===== src/rtl/stall_pkg.sv =====
// stall_pkg: shared encodings and the per-operand hazard test for the stall controller
package stall_pkg;
  localparam logic [1:0] TUSE_NONE = 2'd3;
  localparam logic MD_TYPE_MULT = 1'b0;
  localparam logic MD_TYPE_DIV = 1'b1;
  typedef enum logic {MD_IDLE = 1'b0, MD_BUSY = 1'b1} md_state_t;
  // Stall when an in-flight producer of r cannot deliver before the D-stage consumer needs it
  function automatic logic hazard(input logic [4:0] r, input logic [1:0] tuse,
                                  input logic [4:0] e_wa, input logic [1:0] e_tnew,
                                  input logic [4:0] m_wa, input logic [1:0] m_tnew);
    return tuse != TUSE_NONE && r != 5'd0 &&
           ((r == e_wa && e_tnew > tuse) || (r == m_wa && m_tnew > tuse));
  endfunction
endpackage


===== src/rtl/md_busy_timer.sv =====
// md_busy_timer: counts down mult/div occupancy after a start pulse; starts while busy are ignored
module md_busy_timer
  import stall_pkg::*;
#(
  parameter int MULT_CYCLES = 5,
  parameter int DIV_CYCLES = 10,
  parameter int CNT_W = 4
) (
  input  logic Clk,
  input  logic Reset,
  input  logic Start,
  input  logic Type,
  output logic Busy
);
  md_state_t state, state_nx;
  logic [CNT_W-1:0] cnt, cnt_nx;
  always_ff @(posedge Clk or posedge Reset)
    if (Reset) begin
      state <= MD_IDLE;
      cnt <= '0;
    end else begin
      state <= state_nx;
      cnt <= cnt_nx;
    end
  always_comb begin
    state_nx = state;
    cnt_nx = cnt;
    if (state == MD_IDLE && Start) begin
      state_nx = MD_BUSY;
      cnt_nx = Type == MD_TYPE_DIV ? CNT_W'(DIV_CYCLES) : CNT_W'(MULT_CYCLES);
    end else if (state == MD_BUSY) begin
      state_nx = cnt == CNT_W'(1) ? MD_IDLE : MD_BUSY;
      cnt_nx = cnt - CNT_W'(1);
    end
  end
  always_comb Busy = state == MD_BUSY;
endmodule


===== src/rtl/stall_ctrl.sv =====
// stall_ctrl: pipeline stall/bubble/redirect-mask decision with mult/div occupancy tracking
// STALL_PERF_EN adds data-stall and md-stall cycle counters on the Perf outputs
module stall_ctrl
  import stall_pkg::*;
#(
  parameter int MULT_CYCLES = 5,
  parameter int DIV_CYCLES = 10,
  parameter int CNT_W = 4
) (
  input  logic        Clk,
  input  logic        Reset,
  input  logic [4:0]  D_Rs_In,
  input  logic [4:0]  D_Rt_In,
  input  logic [1:0]  D_Tuse_Rs_In,
  input  logic [1:0]  D_Tuse_Rt_In,
  input  logic        D_Is_Md_In,
  input  logic [4:0]  E_Wa_In,
  input  logic [1:0]  E_Tnew_In,
  input  logic [4:0]  M_Wa_In,
  input  logic [1:0]  M_Tnew_In,
  input  logic        E_Md_Start_In,
  input  logic        E_Md_Type_In,
  output logic        Pause_Out,
  output logic        D_Hold_Out,
  output logic        E_Flush_Out,
  output logic        Redirect_En_Out,
  output logic        Md_Busy_Out,
  output logic [31:0] Perf_Data_Stall_Out,
  output logic [31:0] Perf_Md_Stall_Out
);
  logic data_stall, md_stall, stall;
  md_busy_timer #(.MULT_CYCLES(MULT_CYCLES), .DIV_CYCLES(DIV_CYCLES), .CNT_W(CNT_W)) u_timer (
    .Clk(Clk), .Reset(Reset), .Start(E_Md_Start_In), .Type(E_Md_Type_In), .Busy(Md_Busy_Out)
  );
  // Reset masks everything so the pipeline never sees a stall while being cleared
  always_comb begin
    data_stall = ~Reset & (hazard(D_Rs_In, D_Tuse_Rs_In, E_Wa_In, E_Tnew_In, M_Wa_In, M_Tnew_In) |
                           hazard(D_Rt_In, D_Tuse_Rt_In, E_Wa_In, E_Tnew_In, M_Wa_In, M_Tnew_In));
    md_stall = ~Reset & D_Is_Md_In & (E_Md_Start_In | Md_Busy_Out);
    stall = data_stall | md_stall;
    Pause_Out = stall;
    D_Hold_Out = stall;
    E_Flush_Out = stall;
    Redirect_En_Out = ~stall;
  end
`ifdef STALL_PERF_EN
  logic [31:0] perf_data, perf_md;
  always_ff @(posedge Clk or posedge Reset)
    if (Reset) begin
      perf_data <= '0;
      perf_md <= '0;
    end else begin
      if (data_stall) perf_data <= perf_data + 32'd1;
      if (md_stall && !data_stall) perf_md <= perf_md + 32'd1;
    end
  assign Perf_Data_Stall_Out = perf_data;
  assign Perf_Md_Stall_Out = perf_md;
`else
  assign Perf_Data_Stall_Out = 32'h0;
  assign Perf_Md_Stall_Out = 32'h0;
`endif
endmodule


===== config.mk =====
export PLATFORM = sky130hd
export DESIGN_NAME = stall_ctrl
export DESIGN_NICKNAME = d
export VERILOG_FILES = /design/src/rtl/stall_pkg.sv /design/src/rtl/md_busy_timer.sv /design/src/rtl/stall_ctrl.sv
export SDC_FILE = /design/constraint.sdc
export NUM_CORES = 1
export LEC_CHECK = 0
export ABC_AREA = 1
export BUFFER_PORTS_ARGS = -buffer_cell sky130_fd_sc_hd__buf_2
export CORE_MARGIN = 10
export CORE_UTILIZATION = 37
export CTS_CLUSTER_SIZE = 8
export DETAILED_ROUTE_END_ITERATION = 8
export PLACE_DENSITY = 0.86
export SLEW_MARGIN = 15
export SYNTH_ARGS = -nofsm -noshare
export SYNTH_HDL_FRONTEND = slang
export SYNTH_SLANG_ARGS = --single-unit

===== constraint.sdc =====
create_clock -name Clk -period 1.74 [get_ports Clk]
set_input_delay 0.348 -clock Clk [delete_from_list [all_inputs] [get_ports Clk]]
set_output_delay 0.348 -clock Clk [all_outputs]
set_load 0.02 [all_outputs]

==> results.yml, run 1 <==
placement:
  dp_slack_ns: -0.222
  io_buffers: 37
  placedCellCount: 317
  hpwl_mm: 3.31
  gp_congestion: 0.881
setup_path:
  max_stage_delay_ns: 0.19
  required_ns: 1.39
  arrival_ns: 1.50
  endpoint_kind: "output port"
  path_cells: "buf_8, inv_6, ha_4, nand2_2, nand3_2, nor2_2, nand3_2, nand2_2, nand2_2, nand2_2, nand2_2, nand2_4, buf_6"
  crit_fanout: 3
  crit_path_top_delay_cell: "ha_4"
  critical_path_class: "in2out"
  cp-start-kind: "input pin"
  crit_top_cell: "nand2_2"
route:
  wl_per_cell_um: 12.0
  via_per_inst: 4.03
  ant_nets: 0
  drtIter0Drc: 44
  drc: 0
  drt_first_pass_iters: 4
  via_count: 1294
  routed_wl_mm: 3.86
clock_network:
  cts_root_buf: "clkbuf_8"
  postCtsSetupBuffers: 0
  clock_sinks: 5
  tritoncts: "yes"
  clk_pin_slew_ns: 0.04
  cts_buffer_depth: 2
  htree_levels: 1
  insertion_delay_ns: 0.22
  numCtsBuffers: 3
cells_and_area:
  drive_gt1_share_pct: 27.5
  antenna_cells: 0
  layout.cells.non_filler: 321
  synthToLayoutAreaGrowth_pct: 19.3
  fin_nets: 317
timing:
  final.setup_skew_ns: 0.00417
  slew_viol_final: 0
  post-route-period-util_pct: 106
  timing.final.hold_violations: 0
  grt_setup_unrepaired: "yes"
  setup_ws_ns: -0.103
  fin_crit_ns: 1.84
  max_freq_mhz: 542
  setup_viol: 4
logic_synthesis:
  yosys.area.top_type: "buf_4"
  syn_inst: 233
  synth-warning-count: 0
  synth.area.top_cells: "buf_4 35%, nand2_1 17%, dfrtp_1 9.0%, ha_1 9.0%, inv_1 8.9%"
  synth_area_per_cell_um2: 6.00
  netlist-cell-type-count: 22
  synth_top_area_share_pct: 35.5
  synth_seq_cells: 5
  syn_area_um2: 1400
  yosysSeqAreaShare_pct: 8.95
global_routing:
  track_usage_pct: 10.7
  grt_first_pass_wirelength_mm: 5.87
  antenna_found_initial: 0
  grt-ovfl-total: 0
  grt_max_degree: 7
  grt_pass1_vias: 1371
die:
  die-area_um2: 6640
  initial_utilization_pct: 38.2
  ios: 102
  die_w_um: 81.5
  die_h_um: 81.5
  core_um2: 3660
  row_count: 22
min_path:
  min_path_type: "in2async"
outcome:
  outcome: "finished with violations"
  violations: "negative setup slack"
job:
  cap_viol_max_count: 0
power_and_ir_drop:
  powerDensity_nw_per_um2: 693
  peakVddDrop_v: 0.000246
  leakagePower_uw: 0.00100
==> timing repair <==
item,in CTS,in global routing
hold buffers,0,0
resized for setup,33,7
gates cloned,0,0
pin swaps,16,9
endpoints found under the setup margin,4,4
==> cells in the mapped netlist <==
cell type	n
xor2_1	3
inv_2	8
o211ai_1	1
nor2_2	1
inv_1	33
nand3_1	9
nor2_1	13
a21oi_1	4
buf_4	66
nand2_1	65
a41oi_1	1
o21ai_0	3
nand4_1	2
nand2_2	1
conb_1	1
xnor2_1	1
nand3_2	1
clkinv_1	1
o21ai_1	1
o221ai_1	3
ha_1	10
dfrtp_1	5
==> sequential cells by signal (all words and copies together), names as in the netlist <==
register,flops
u_timer.cnt,4
u_timer.Busy,1
==> area by class of cell <==
type / count / area, um^2
repair buffers: 39 / 273
fillers: 394 / 1990
clock buffers: 4 / 45.0
inverters: 42 / 175
multi-input cells: 183 / 990
well taps: 48 / 60.1
flip-flops and latches: 5 / 125
==> worst paths after layout <==
kind,startpoint,end,slack [ns],depth (start not counted)
worst min-delay path,Reset,u_timer.Busy,0.19,3
worst min register to register,u_timer.cnt[0],u_timer.cnt[0],0.57,1
min in group Clk,E_Md_Type_In,u_timer.cnt[3],0.41,3
max in group asynchronous,Reset,u_timer.cnt[1],1.44,3
worst max register to register,u_timer.cnt[0],u_timer.cnt[2],0.57,4
worst max-delay path,D_Tuse_Rt_In[1],D_Hold_Out,-0.10,13
==> cell families after synthesis <==
logic type,synth area share (%)
xor gates and xnor gates,2.51
other,0.268
AOI/OAI and AO/OA,5.91
adders and majority gates,8.95
DFF,8.95
and+or+nand+nor,26.7
buffers and inverters,46.7
==> placed cells by master, fill, tap and decap left out, types with 3 or more instances in the layout <==
master / netlist / final
a21oi_1: 4 / 3
buf_2: 0 / 26
buf_4: 66 / 3
buf_6: 0 / 8
clkbuf_8: 0 / 3
conb_1: 1 / 64
dfrtp_1: 5 / 5
ha_4: 0 / 8
inv_1: 33 / 29
inv_2: 8 / 8
inv_6: 0 / 3
nand2_1: 65 / 58
nand2_2: 1 / 7
nand3_1: 9 / 8
nor2_1: 13 / 12
o221ai_1: 3 / 3
xor2_1: 3 / 3
==> critical path, delay by kind of cell <==
family / cells / cell delay [ns]
buf+inv: 3 / 0.27
simple gates: 9 / 0.67
fa+ha+maj: 1 / 0.19
==> per-layer routing <==
| metal | track usage (%) | part of all wire, % | wire length, um |
|---|---|---|---|
| met5 | 0 | 0 | 0 |
| met1 | 11.5 | 39 | 1500 |
| met3 | 3.49 | 11 | 413 |
| met2 | 19.7 | 50 | 1920 |
| met4 | 2.77 | 0.60 | 23 |
==> stage by stage <==
stage	util [%]	power (uW)	area [um^2]	hold slack [ns]	setup TNS, ns
2_1_floorplan	-	816	1690	0.159	0
4_1_cts	45.0	1140	1650	0.188	-0.299
6_report	45.6	1160	1670	0.192	-0.372
5_1_grt	45.6	1250	1670	0.229	-0.712
3_5_place_dp	39.6	859	1450	0.420	-0.805
3_3_place_gp	39.6	835	1450	0.417	-0.796
==> power breakdown <==
part / switching [uW] / leakage, uW / internal, uW
Sequential: 46.5 / 0.0000564 / 182
Clock: 54.3 / 0.0000228 / 157
Combinational: 460 / 0.000925 / 256
Note: power is estimated with default switching activity, not from simulation.
==> inputs of run 2 (changes only) <==
--- a/config.mk
+++ b/config.mk
@@ -12,6 +12,7 @@
 export CTS_CLUSTER_SIZE = 8
 export DETAILED_ROUTE_END_ITERATION = 8
 export PLACE_DENSITY = 0.86
+export SETUP_SLACK_MARGIN = 0.1
 export SLEW_MARGIN = 15
 export SYNTH_ARGS = -nofsm -noshare
 export SYNTH_HDL_FRONTEND = slang
==> run 2 against run 1 <==
Critical endpoint unchanged. Largest cell class unchanged. Clock power barely moved. First-iteration DRC count rose by 82%. Highest routed layer unchanged. The flow still finishes with violations (negative setup slack). Final area is 1.2% higher.
==> results.yml, run 2 (synthesized netlist as in run 1, its figures left out) <==
outcome:
  outcome: "finished with violations"
  violations: "negative setup slack"
placement:
  io_buffers: 37
  gp_congestion: 0.886
  hpwl_mm: 3.37
route:
  wl_per_cell_um: 11.4
  ant_nets: 0
  via_count: 1299
  routed_wl_mm: 3.66
  drt_first_pass_iters: 4
  drc: 0
  via_per_inst: 4.06
  drtIter0Drc: 80
die:
  initial_utilization_pct: 38.2
  ios: 102
  core_um2: 3660
  die-area_um2: 6640
  die_h_um: 81.5
  die_w_um: 81.5
  row_count: 22
cells_and_area:
  layout_commonest_cell: "conb_1"
  fin_nets: 316
  largest_reg_flops: 4
  final_cell_mix: "64 x conb_1, 58 x nand2_1, 29 x inv_1, 25 x buf_2, 11 x nor2_1"
  drive_gt1_share_pct: 28.3
  top_register: "u_timer.cnt"
  antenna_cells: 0
  fin_util_pct: 46.1
  synthToLayoutAreaGrowth_pct: 20.8
power_and_ir_drop:
  clkPwrFrac_pct: 18.6
  peakVddDrop_v: 0.000245
  p_int_uw: 596
  powerDensity_nw_per_um2: 681
  switching_share_pct: 48.1
  leakagePower_uw: 0.00101
  switching_power_uw: 553
  p_seq_share_pct: 20.0
  pwr-share-comb_pct: 61.5
global_routing:
  antenna_found_initial: 0
  grt_first_pass_wirelength_mm: 5.31
  track_usage_pct: 9.79
  grt-ovfl-total: 0
  grt_max_degree: 7
  grt_pass1_vias: 1306
clock_network:
  clk_pin_slew_ns: 0.03
  numCtsBuffers: 3
  insertion_delay_ns: 0.22
  tritoncts: "yes"
  clock_sinks: 5
  cts_buffer_depth: 2
  cts_root_buf: "clkbuf_8"
  htree_levels: 1
setup_path:
  critical_path_class: "in2out"
  arrival_ns: 1.43
  endpoint_kind: "output port"
  ff2ff_path_depth: 4
  crit_fanout: 3
  required_ns: 1.39
  cp-start-kind: "input pin"
timing:
  max_freq_mhz: 561
  final.setup_skew_ns: 0.000739
  post-route-period-util_pct: 102
  timing.final.hold_violations: 0
  setup_ws_ns: -0.0426
  hold_ws_ns: 0.182
  grt_setup_unrepaired: "yes"
  setup_viol: 4
  fin_crit_ns: 1.78
  slew_viol_final: 0
min_path:
  min_path_type: "in2async"
job:
  cap_viol_max_count: 0
## run 2: final cells by class
| type | count | area (um^2) |
|---|---|---|
| Timing Repair Buffer | 38 | 272 |
| Multi-Input combinational cell | 183 | 1000 |
| Fill cell | 401 | 1970 |
| Sequential cell | 5 | 125 |
| Tap cell | 48 | 60.1 |
| Inverter | 42 | 185 |
| Clock buffer | 4 | 45.0 |
## run 2: power groups by stage
stage               clock network (uW)  logic (uW)  registers (uW)
finish                             213         707             230
global route                       228         782             240
CTS                                216         682             227
detailed placement                   0         649             229
global placement                     0         625             225
floorplan                            0         593             233
## run 2: what timing repair did
action	CTS	global route
hold buffers	0	0
setup buffers	0	0
pin swaps	14	6
setup endpoints to repair	4	4
resized for setup	23	15
## run 2: through the flow
step | total power [uW] | instances | setup WS [ns] | TNS [ns] | cell area, um^2
CTS | 1130 | 320 | -0.0740 | -0.247 | 1640
global route | 1250 | 320 | -0.138 | -0.499 | 1690
global placement | 849 | 316 | -0.162 | -0.545 | 1520
finish | 1150 | 320 | -0.0426 | -0.134 | 1690
floorplan | 826 | 296 | 0.0553 | 0 | 1770
detailed placement | 878 | 316 | -0.194 | -0.658 | 1520
## run 2: worst paths after layout
path / startpoint / endpoint / slack [ns]
worst max-delay path: D_Tuse_Rs_In[1] / D_Hold_Out / -0.04
worst min-delay path: Reset / u_timer.Busy / 0.18
worst max register to register: u_timer.cnt[0] / u_timer.cnt[2] / 0.64
worst min register to register: u_timer.cnt[0] / u_timer.cnt[0] / 0.56
max in group asynchronous: Reset / u_timer.cnt[3] / 1.45
min in group Clk: E_Md_Type_In / u_timer.cnt[1] / 0.41
## run 2: metal layers
layer / global-route usage [%] / wire length (um) / vias to the layer above
met5: 0 / 0 / -
met4: 4.67 / 72 / 0
met3: 3.49 / 388 / 6
met2: 17.5 / 1780 / 66
met1: 9.97 / 1420 / 574
li1: - / - / 653
## run 2: critical path: stages
cell and delay (ns):
buf_8 0.10, inv_6 0.05, ha_4 0.19, nand2_1 0.05, nand3_1 0.07, nor2_1 0.09
nand3_1 0.07, nand2_1 0.08, nand2_2 0.06, nand2_2 0.07, nand2_2 0.06, nand2_4 0.08
buf_6 0.12
